==> config.mk <==
export PLATFORM = sky130hd
export DESIGN_NAME = bcd_scan_counter_flat
export DESIGN_NICKNAME = d
export VERILOG_FILES = /design/src/rtl/bcd_scan_counter_pkg.sv /design/src/rtl/bcd_scan_counter_if.sv /design/src/rtl/bcd_scan_counter_digit.sv /design/src/rtl/bcd_scan_counter.sv /design/src/flat_wrapper.sv
export SDC_FILE = /design/constraint.sdc
export NUM_CORES = 1
export LEC_CHECK = 0
export ABC_AREA = 1
export CORE_ASPECT_RATIO = 0.75
export CORE_UTILIZATION = 40
export DETAILED_ROUTE_END_ITERATION = 8
export MAX_ROUTING_LAYER = met4
export REMOVE_ABC_BUFFERS = 1
export SYNTH_ARGS = -nofsm -noshare
export SYNTH_HDL_FRONTEND = slang
export SYNTH_HIERARCHICAL = 1
export SYNTH_SLANG_ARGS = --single-unit
==> constraint.sdc <==
create_clock -name clk -period 4 [get_ports clk]
set_clock_uncertainty 0.2 [all_clocks]
set_input_delay 1.2 -clock clk [delete_from_list [all_inputs] [get_ports clk]]
set_output_delay 1.2 -clock clk [all_outputs]
set_load 0.02 [all_outputs]
==> src/rtl/bcd_scan_counter_pkg.sv <==
`timescale 1ns/1ps
`default_nettype none
//============================================================================
// Module   : bcd_scan_counter_pkg
// Purpose  : Shared BCD constants, direction encoding and one-hot helper
// Revision : 1.0
//============================================================================
package bcd_scan_counter_pkg;

    localparam int           BCD_W   = 4;
    localparam logic [3:0]   BCD_MAX = 4'd9;
    localparam logic [3:0]   BCD_MIN = 4'd0;
    localparam int           ONEHOT_MAX_W = 32;

    typedef enum logic {
        DIR_DN = 1'b0,
        DIR_UP = 1'b1
    } dir_e;

    // Callers size-cast the result down to their own digit count.
    function automatic logic [ONEHOT_MAX_W-1:0] idx_to_onehot(input int unsigned idx);
        logic [ONEHOT_MAX_W-1:0] one;
        one = {{(ONEHOT_MAX_W-1){1'b0}}, 1'b1};
        return one << idx;
    endfunction

endpackage
`default_nettype wire

==> src/rtl/bcd_scan_counter_if.sv <==
`timescale 1ns/1ps
`default_nettype none
//============================================================================
// Module   : bcd_scan_counter_if
// Purpose  : Control inputs and count/display outputs of bcd_scan_counter
// Revision : 1.0
//============================================================================
interface bcd_scan_counter_if
    import bcd_scan_counter_pkg::*;
#(
    parameter int NUM_DIGITS = 4
);
    logic                        en;
    logic                        clr;
    logic                        up;
    logic [BCD_W*NUM_DIGITS-1:0] value;
    logic [BCD_W-1:0]            X;
    logic [NUM_DIGITS-1:0]       digit_sel;
    logic                        wrap;

    modport master (
        output en, clr, up,
        input  value, X, digit_sel, wrap
    );

    modport slave (
        input  en, clr, up,
        output value, X, digit_sel, wrap
    );
endinterface
`default_nettype wire

==> src/rtl/bcd_scan_counter_digit.sv <==
`timescale 1ns/1ps
`default_nettype none
//============================================================================
// Module   : bcd_digit
// Purpose  : One BCD decade with carry/borrow in and out
// Revision : 1.0
//============================================================================
module bcd_digit
    import bcd_scan_counter_pkg::*;
(
    input  wire logic             clk,
    input  wire logic             rst_n,
    input  wire logic             clr,
    input  wire logic             step,
    input  wire logic             up,
    input  wire logic             cin,
    output logic [BCD_W-1:0]      digit,
    output logic                  cout
);
    logic [BCD_W-1:0] r_digit;
    logic             w_active;
    logic             w_at_end;

    assign w_active = step && cin;
    assign w_at_end = (up == DIR_UP) ? (r_digit == BCD_MAX) : (r_digit == BCD_MIN);
    assign cout     = w_active && w_at_end;
    assign digit    = r_digit;

    always_ff @(posedge clk) begin
        if (!rst_n || clr) begin
            r_digit <= BCD_MIN;
        end else if (w_active) begin
            if (w_at_end)
                r_digit <= (up == DIR_UP) ? BCD_MIN : BCD_MAX;
            else if (up == DIR_UP)
                r_digit <= r_digit + 4'd1;
            else
                r_digit <= r_digit - 4'd1;
        end
    end
endmodule
`default_nettype wire

==> src/rtl/bcd_scan_counter.sv <==
`timescale 1ns/1ps
`default_nettype none
//============================================================================
// Module   : bcd_scan_counter
// Purpose  : Multi-digit BCD up/down counter with time-multiplexed digit scan
// Revision : 1.0
//============================================================================
module bcd_scan_counter
    import bcd_scan_counter_pkg::*;
#(
    parameter int NUM_DIGITS = 4,
    parameter int TICK_DIV   = 50000,
    parameter int SCAN_DIV   = 1000
)(
    input  wire logic          clk,
    input  wire logic          rst_n,
    bcd_scan_counter_if.slave  bus
);
    localparam int c_presc_w = (TICK_DIV > 1)   ? $clog2(TICK_DIV)   : 1;
    localparam int c_scan_w  = (SCAN_DIV > 1)   ? $clog2(SCAN_DIV)   : 1;
    localparam int c_idx_w   = (NUM_DIGITS > 1) ? $clog2(NUM_DIGITS) : 1;

    localparam logic [c_presc_w-1:0] c_presc_last = c_presc_w'(TICK_DIV - 1);
    localparam logic [c_scan_w-1:0]  c_scan_last  = c_scan_w'(SCAN_DIV - 1);
    localparam logic [c_idx_w-1:0]   c_idx_last   = c_idx_w'(NUM_DIGITS - 1);

    logic [c_presc_w-1:0]          r_presc;
    logic                          r_wrap;
    logic [c_scan_w-1:0]           r_scan_cnt;
    logic [c_idx_w-1:0]            r_scan_idx;
    logic [NUM_DIGITS-1:0]         r_digit_sel;
    logic                          w_tick;
    logic                          w_step;
    logic [NUM_DIGITS:0]           w_carry;
    logic [BCD_W*NUM_DIGITS-1:0]   w_value;
    logic [c_idx_w-1:0]            w_next_idx;

    assign w_tick     = bus.en && (r_presc == c_presc_last);
    // clr suppresses the step entirely so no carry, and hence no wrap, escapes.
    assign w_step     = w_tick && !bus.clr;
    assign w_carry[0] = 1'b1;

    generate
        for (genvar i = 0; i < NUM_DIGITS; i++) begin : g_digit
            bcd_digit u_digit (
                .clk   (clk),
                .rst_n (rst_n),
                .clr   (bus.clr),
                .step  (w_step),
                .up    (bus.up),
                .cin   (w_carry[i]),
                .digit (w_value[i*BCD_W +: BCD_W]),
                .cout  (w_carry[i+1])
            );
        end
    endgenerate

    always_ff @(posedge clk) begin
        if (!rst_n) begin
            r_presc <= '0;
            r_wrap  <= 1'b0;
        end else begin
            r_wrap <= w_carry[NUM_DIGITS];
            if (bus.clr)
                r_presc <= '0;
            else if (bus.en)
                r_presc <= w_tick ? '0 : r_presc + 1'b1;
        end
    end

    assign w_next_idx = (r_scan_idx == c_idx_last) ? '0 : r_scan_idx + 1'b1;

    always_ff @(posedge clk) begin
        if (!rst_n) begin
            r_scan_cnt  <= '0;
            r_scan_idx  <= '0;
            r_digit_sel <= NUM_DIGITS'(idx_to_onehot(0));
        end else if (r_scan_cnt == c_scan_last) begin
            r_scan_cnt  <= '0;
            r_scan_idx  <= w_next_idx;
            r_digit_sel <= NUM_DIGITS'(idx_to_onehot(32'(w_next_idx)));
        end else begin
            r_scan_cnt  <= r_scan_cnt + 1'b1;
        end
    end

    assign bus.value     = w_value;
    assign bus.X         = w_value[r_scan_idx*BCD_W +: BCD_W];
    assign bus.digit_sel = r_digit_sel;
    assign bus.wrap      = r_wrap;
endmodule
`default_nettype wire

==> src/flat_wrapper.sv <==
// flat-port wrapper written by rule: the top's interface ports become plain ports
module bcd_scan_counter_flat import bcd_scan_counter_pkg::*;
#(
    parameter int NUM_DIGITS = 4,
    parameter int TICK_DIV   = 50000,
    parameter int SCAN_DIV   = 1000
)
  (clk, rst_n, bus_en, bus_clr, bus_up, bus_value, bus_X, bus_digit_sel, bus_wrap);
  bcd_scan_counter_if #(.NUM_DIGITS(NUM_DIGITS)) bus_i ();
  input  wire logic clk;
  input  wire logic rst_n;
  input wire logic [$bits(bus_i.en)-1:0] bus_en;
  input wire logic [$bits(bus_i.clr)-1:0] bus_clr;
  input wire logic [$bits(bus_i.up)-1:0] bus_up;
  output wire logic [$bits(bus_i.value)-1:0] bus_value;
  output wire logic [$bits(bus_i.X)-1:0] bus_X;
  output wire logic [$bits(bus_i.digit_sel)-1:0] bus_digit_sel;
  output wire logic [$bits(bus_i.wrap)-1:0] bus_wrap;
  assign bus_i.en = bus_en;
  assign bus_i.clr = bus_clr;
  assign bus_i.up = bus_up;
  assign bus_value = bus_i.value;
  assign bus_X = bus_i.X;
  assign bus_digit_sel = bus_i.digit_sel;
  assign bus_wrap = bus_i.wrap;
  bcd_scan_counter #(.NUM_DIGITS(NUM_DIGITS), .TICK_DIV(TICK_DIV), .SCAN_DIV(SCAN_DIV)) u_core (.clk(clk), .rst_n(rst_n), .bus(bus_i));
endmodule
==> summary.txt, run 1 <==
Tcrit/Tclk final -> 90.1%
status -> finished, final reports clean
share of cells above drive strength 1 -> 12.0%
CTS tree -> done
Detail Placement HPWL -> 5330 µm
DP Area -> 0.00356 mm²
total CTS buffers -> 5
die area -> 0.00812 mm²
post-cts sizing count -> 0
Setup WS pre-CTS -> 0.0734 ns
max-cap viol count -> 0
via count -> 2816
row count -> 27
Final Max Tran Viols -> 0
fmax -> 278 MHz
post-synth top area cell -> dfxtp_1
Worst-Skew Late Latency -> 0.32 ns
critical path class -> input pin to register
worst setup margin -> 0.397 ns
drt drc -> 0
RSZ-0062 raised after global routing -> false
Yosys reg bits -> 49
GR Util All Layers -> 18.6%
crit start category -> input pin
first-pass GRT wire length -> 11900 µm
GRT busiest layer -> met1
total congestion overflow -> 0
Post-Syn Area -> 0.00311 mm²
internal reg-to-reg setup slack -> 1.07 ns
met1 usage -> 26.8%
Clock transition at path regs -> 0.10 ns
met2 Track Usage GR -> 26.4%
area of the core -> 0.00743 mm²
WP data arrival -> 3.66 ns
reg2reg path depth -> 18
Hold Crit Depth -> 1
Power Density -> 237 mW/mm²
register area share after synthesis -> 31.6%
R2R Path End -> u_core/g_digit[3].u_digit/digit[1]
Root Buffer -> clkbuf_8
Yosys warning count -> 6
Setup TNS -> 0 ns
DR iter-0 viols -> 78
synthesized area per cell -> 6.90 µm²
Critical Path Sink Type -> register
Port Buffers -> 29
Synth-to-Final Area Change -> 17.4%
critical path required time -> 4.05 ns
DRT antenna net count -> 0
Power Total -> 0.863 mW
io pins -> 30
LEAKAGE -> 1.58 nW
DRT Pass-1 Iters -> 4
VDD IR max -> 122 µV
design area -> 0.00365 mm²
H-tree Lvls -> 2
Nets -> 514
Hold Vio Cnt, Final -> 0
Die H -> 78.3 µm
Synth area leaders -> dfxtp_1 (32%), nand2_1 (13%), nor2_1 (8.6%), inv_1 (7.4%), ha_1 (6.0%)
Initial Utilization -> 41.8%
vias in the first global route -> 2559
CP max FO -> 5
crit path from -> bus_en
Setup crit end -> u_core/g_digit[3].u_digit/digit[1]
Vias/cell -> 4.76
largest net degree at the start of global routing -> 17
aggregate routed wire length -> 6840 µm
synth unique cells -> 36
GR Layer Usage met3 -> 2.82%
die width -> 104 µm
Setup Buffers After CTS -> 0
Synth Instances -> 450
RR Startpoint -> u_core/r_presc[0]
GP Congestion -> 0.841
Inserted Diodes -> 0
Setup Viol. Count Final -> 0
fin crit period -> 3.60 ns
CTS Hold Bufs -> 0
Avg WL per Cell -> 11.6 µm
clk sinks -> 49
worst hold path type -> register to register
Longest Clk Path Bufs -> 2
Layout fillers -> 756
Yosys top cell area share -> 31.6%
worst hold margin -> 0.256 ns
initial antenna violation count -> 0
power breakdown:
group,switching (mW),internal [mW],leakage [nW]
clock network,0.187,0.125,0.0445
registers,0.00258,0.491,0.395
logic,0.0364,0.0215,1.14
how the worst min path moves through the flow:
stage                    startpoint                   end  slack, ns
4_1_cts        u_core/r_scan_cnt[0]  u_core/r_scan_cnt[0]       0.26
3_3_place_gp   u_core/r_scan_cnt[0]  u_core/r_scan_cnt[0]       0.23
3_5_place_dp   u_core/r_scan_cnt[0]  u_core/r_scan_cnt[0]       0.24
6_report       u_core/r_scan_cnt[0]  u_core/r_scan_cnt[0]       0.26
2_1_floorplan  u_core/r_scan_cnt[0]  u_core/r_scan_cnt[0]       0.22
5_1_grt        u_core/r_scan_cnt[0]  u_core/r_scan_cnt[0]       0.27
stage by stage:
| step | cells | util (%) |
|---|---|---|
| 2_1_floorplan | 447 | - |
| 3_3_place_gp | 584 | 47.9 |
| 3_5_place_dp | 584 | 47.9 |
| 4_1_cts | 592 | 49.1 |
| 5_1_grt | 592 | 49.1 |
| 6_report | 592 | 49.1 |
sequential cells by signal (all words and copies together) (netlist names):
register / count
u_core/r_scan_cnt: 10
u_core/bus.digit_sel: 4
u_core/r_scan_idx: 2
u_core/g_digit.u_digit/digit: 16
u_core/bus.wrap: 1
u_core/r_presc: 16
cell usage after synthesis:
master / number
nor2_2: 7
o21ai_2: 1
and3_1: 1
inv_2: 7
dfxtp_1: 49
inv_1: 61
nor2_4: 2
o21bai_1: 1
nand3_2: 9
fa_1: 4
o21ai_0: 21
nor3b_1: 2
clkinv_1: 4
ha_1: 15
xnor2_1: 2
nand3b_1: 4
nand3_1: 15
nor2_1: 71
o211ai_1: 1
nand2_1: 104
a21oi_2: 4
buf_2: 2
nand2_2: 4
a21boi_1: 3
nor3_1: 4
buf_4: 1
xor2_1: 11
a21oi_1: 16
nand2_4: 1
nand4_1: 4
a31oi_1: 1
o22ai_1: 4
or2_1: 4
nand4_2: 7
conb_1: 1
nor3_2: 2
placed cells by master, fill, tap and decap left out, types with 3 or more instances in the layout:
cell,count
nand2_2,4
clkdlybuf4s50_1,29
o22ai_1,4
inv_2,7
a21oi_1,16
nand4_2,7
ha_1,15
nand3_2,9
dfxtp_1,49
clkbuf_8,5
clkinv_1,4
nor3_1,4
o21ai_0,21
fa_1,4
or2_1,4
xor2_1,11
nor2_1,71
nor2_2,7
inv_1,61
a21boi_1,3
buf_4,7
nand2_1,104
nand3b_1,4
nand4_1,4
nand3_1,15
a21oi_2,4
worst max-delay path: stages:
cell and delay [ns]:
clkdlybuf4s50_1 0.47, nand2_1 0.05, nor2_1 0.11, nand2_1 0.07, nor2_2 0.19, inv_1 0.06, nor2_1 0.14, nand2_1 0.11
nor2_2 0.18, nand2_2 0.11, a21oi_1 0.17, nand2_2 0.11, a21oi_1 0.16, nand2_2 0.11, clkinv_1 0.10, nand2_1 0.05
nand3b_1 0.15, a21boi_1 0.12
cell type report:
type | count | area, µm² | area share [%]
clock inverter | 3 | 21.3 | 0.583
sequential | 49 | 981 | 26.9
inverter | 72 | 270 | 7.41
tap | 101 | 126 | 3.46
multi-input combinational | 326 | 1840 | 50.4
timing repair buffer | 36 | 343 | 9.40
clock buffer | 5 | 68.8 | 1.89
per-layer routing:
layer,wire length (µm),vias to the layer above,share of wire [%]
li1,-,1496,-
met1,3790,1272,55
met2,2720,40,40
met3,249,8,3.6
met4,85,0,1.2
met5,0,-,0
cells by family after synthesis:
kind of cell             count (synthesis)  synth area share (%)
AND/OR/NAND/NOR                        241                  37.1
buffers and inverters                   75                  9.27
AO/OA/AOI/OAI                           52                  9.59
flip-flops                              49                  31.6
adder cells (fa/ha/maj)                 19                  8.62
XOR/XNOR                                13                  3.67
other                                    1                 0.121
(Power assumes the default switching activity.)
==> run 2: changes to the inputs <==
- MAX_ROUTING_LAYER: met4 -> unset
- SLEW_MARGIN: unset -> 25
==> run 2 against run 1 <==
Combinational power barely moved; final cell count did not move; clock power barely moved; flip-flop and latch count did not move.
==> summary.txt, run 2 (same netlist as run 1, synthesis figures left out) <==
area of the core -> 0.00743 mm²
WP data arrival -> 3.66 ns
met1 usage -> 26.8%
LEAKAGE -> 1.58 nW
GP Congestion -> 0.829
GRT busiest layer -> met1
GR Util All Layers -> 18.1%
crit start category -> input pin
leading cell type in the layout, fill and taps excluded -> nand2_1
vias in the first global route -> 2557
Vias/cell -> 4.79
share of cells above drive strength 1 -> 12.0%
Root Buffer -> clkbuf_8
CP max FO -> 5
post-cts sizing count -> 0
fin crit period -> 3.61 ns
RSZ-0062 raised after global routing -> false
Hold Vio Cnt, Final -> 0
Port Buffers -> 29
initial antenna violation count -> 0
Final Max Tran Viols -> 0
Inserted Diodes -> 0
total CTS buffers -> 5
Setup WS pre-CTS -> 0.0734 ns
Setup Buffers After CTS -> 0
CTS tree -> done
DRT antenna net count -> 0
critical path required time -> 4.05 ns
Tcrit/Tclk final -> 90.2%
Synth-to-Final Area Change -> 17.4%
VDD IR max -> 122 µV
DRT Pass-1 Iters -> 4
Worst-Skew Late Latency -> 0.32 ns
met2 Track Usage GR -> 26.4%
CTS Hold Bufs -> 0
io pins -> 30
fmax -> 277 MHz
largest net degree at the start of global routing -> 17
Setup Viol. Count Final -> 0
GR Layer Usage met3 -> 2.82%
clk sinks -> 49
worst hold path type -> register to register
Die H -> 78.3 µm
drt drc -> 0
Initial Utilization -> 41.8%
Detail Placement HPWL -> 5330 µm
via count -> 2835
H-tree Lvls -> 2
max-cap viol count -> 0
die width -> 104 µm
first-pass GRT wire length -> 11900 µm
critical path class -> input pin to register
Longest Clk Path Bufs -> 2
most frequent cells in the layout -> nand2_1 (104), nor2_1 (71), inv_1 (61)
DR iter-0 viols -> 75
Nets -> 514
Avg WL per Cell -> 11.6 µm
Clock transition at path regs -> 0.10 ns
status -> finished, final reports clean
Layout fillers -> 756
aggregate routed wire length -> 6880 µm
Setup TNS -> 0 ns
row count -> 27
total congestion overflow -> 0
die area -> 0.00812 mm²
worst setup margin -> 0.391 ns
Power Density -> 236 mW/mm²
Critical Path Sink Type -> register
[run 2: worst paths after layout]
path	from	end	slack, ns	cells after the start
max	bus_en	u_core/g_digit[3].u_digit/digit[1]	0.39	18
max reg2reg	u_core/r_presc[0]	u_core/g_digit[3].u_digit/digit[1]	1.06	18
min	u_core/r_scan_cnt[0]	u_core/r_scan_cnt[0]	0.26	1
min reg2reg	u_core/r_scan_cnt[0]	u_core/r_scan_cnt[0]	0.26	1
[run 2: worst max-delay path: stages]
cell,delay [ns]
clkdlybuf4s50_1,0.47
nand2_1,0.05
nor2_1,0.11
nand2_1,0.07
nor2_2,0.19
inv_1,0.06
nor2_1,0.14
nand2_1,0.11
nor2_2,0.18
nand2_2,0.11
a21oi_1,0.17
nand2_2,0.11
a21oi_1,0.16
nand2_2,0.11
clkinv_1,0.10
nand2_1,0.05
nand3b_1,0.15
a21boi_1,0.12
[run 2: area by class of cell]
cell class / instances / area, µm² / area share (%)
clock buffers: 5 / 68.8 / 1.89
repair buffers: 36 / 343 / 9.40
well taps: 101 / 126 / 3.46
inverters: 72 / 270 / 7.41
clock inverters: 3 / 21.3 / 0.583
flip-flops and latches: 49 / 981 / 26.9
multi-input cells: 326 / 1840 / 50.4
[run 2: power breakdown]
group          total [mW]  leakage, nW  internal (mW)  switching (mW)
sequential          0.493        0.395          0.491         0.00257
clock               0.311       0.0445          0.125           0.186
combinational      0.0580         1.14         0.0215          0.0365
[run 2: routing by layer]
metal / up-vias / wire, µm
met5: - / 0
met4: 0 / 85
met3: 8 / 277
met2: 49 / 2730
met1: 1282 / 3790
li1: 1496 / -
[run 2: metrics by stage]
stage | hold slack [ns] | area (µm²) | power (mW) | cells | util [%]
floorplan | 0.218 | 3090 | 0.541 | 447 | -
detailed placement | 0.238 | 3560 | 0.563 | 584 | 47.9
finish | 0.256 | 3650 | 0.862 | 592 | 49.1
CTS | 0.262 | 3650 | 0.876 | 592 | 49.1
global placement | 0.231 | 3560 | 0.562 | 584 | 47.9
global route | 0.273 | 3650 | 0.905 | 592 | 49.1
==> run 3: changes to the inputs <==
- TNS_END_PERCENT: unset -> 10
==> results of run 3 <==
Final layout, timing and power as in run 2 (identical DEF).
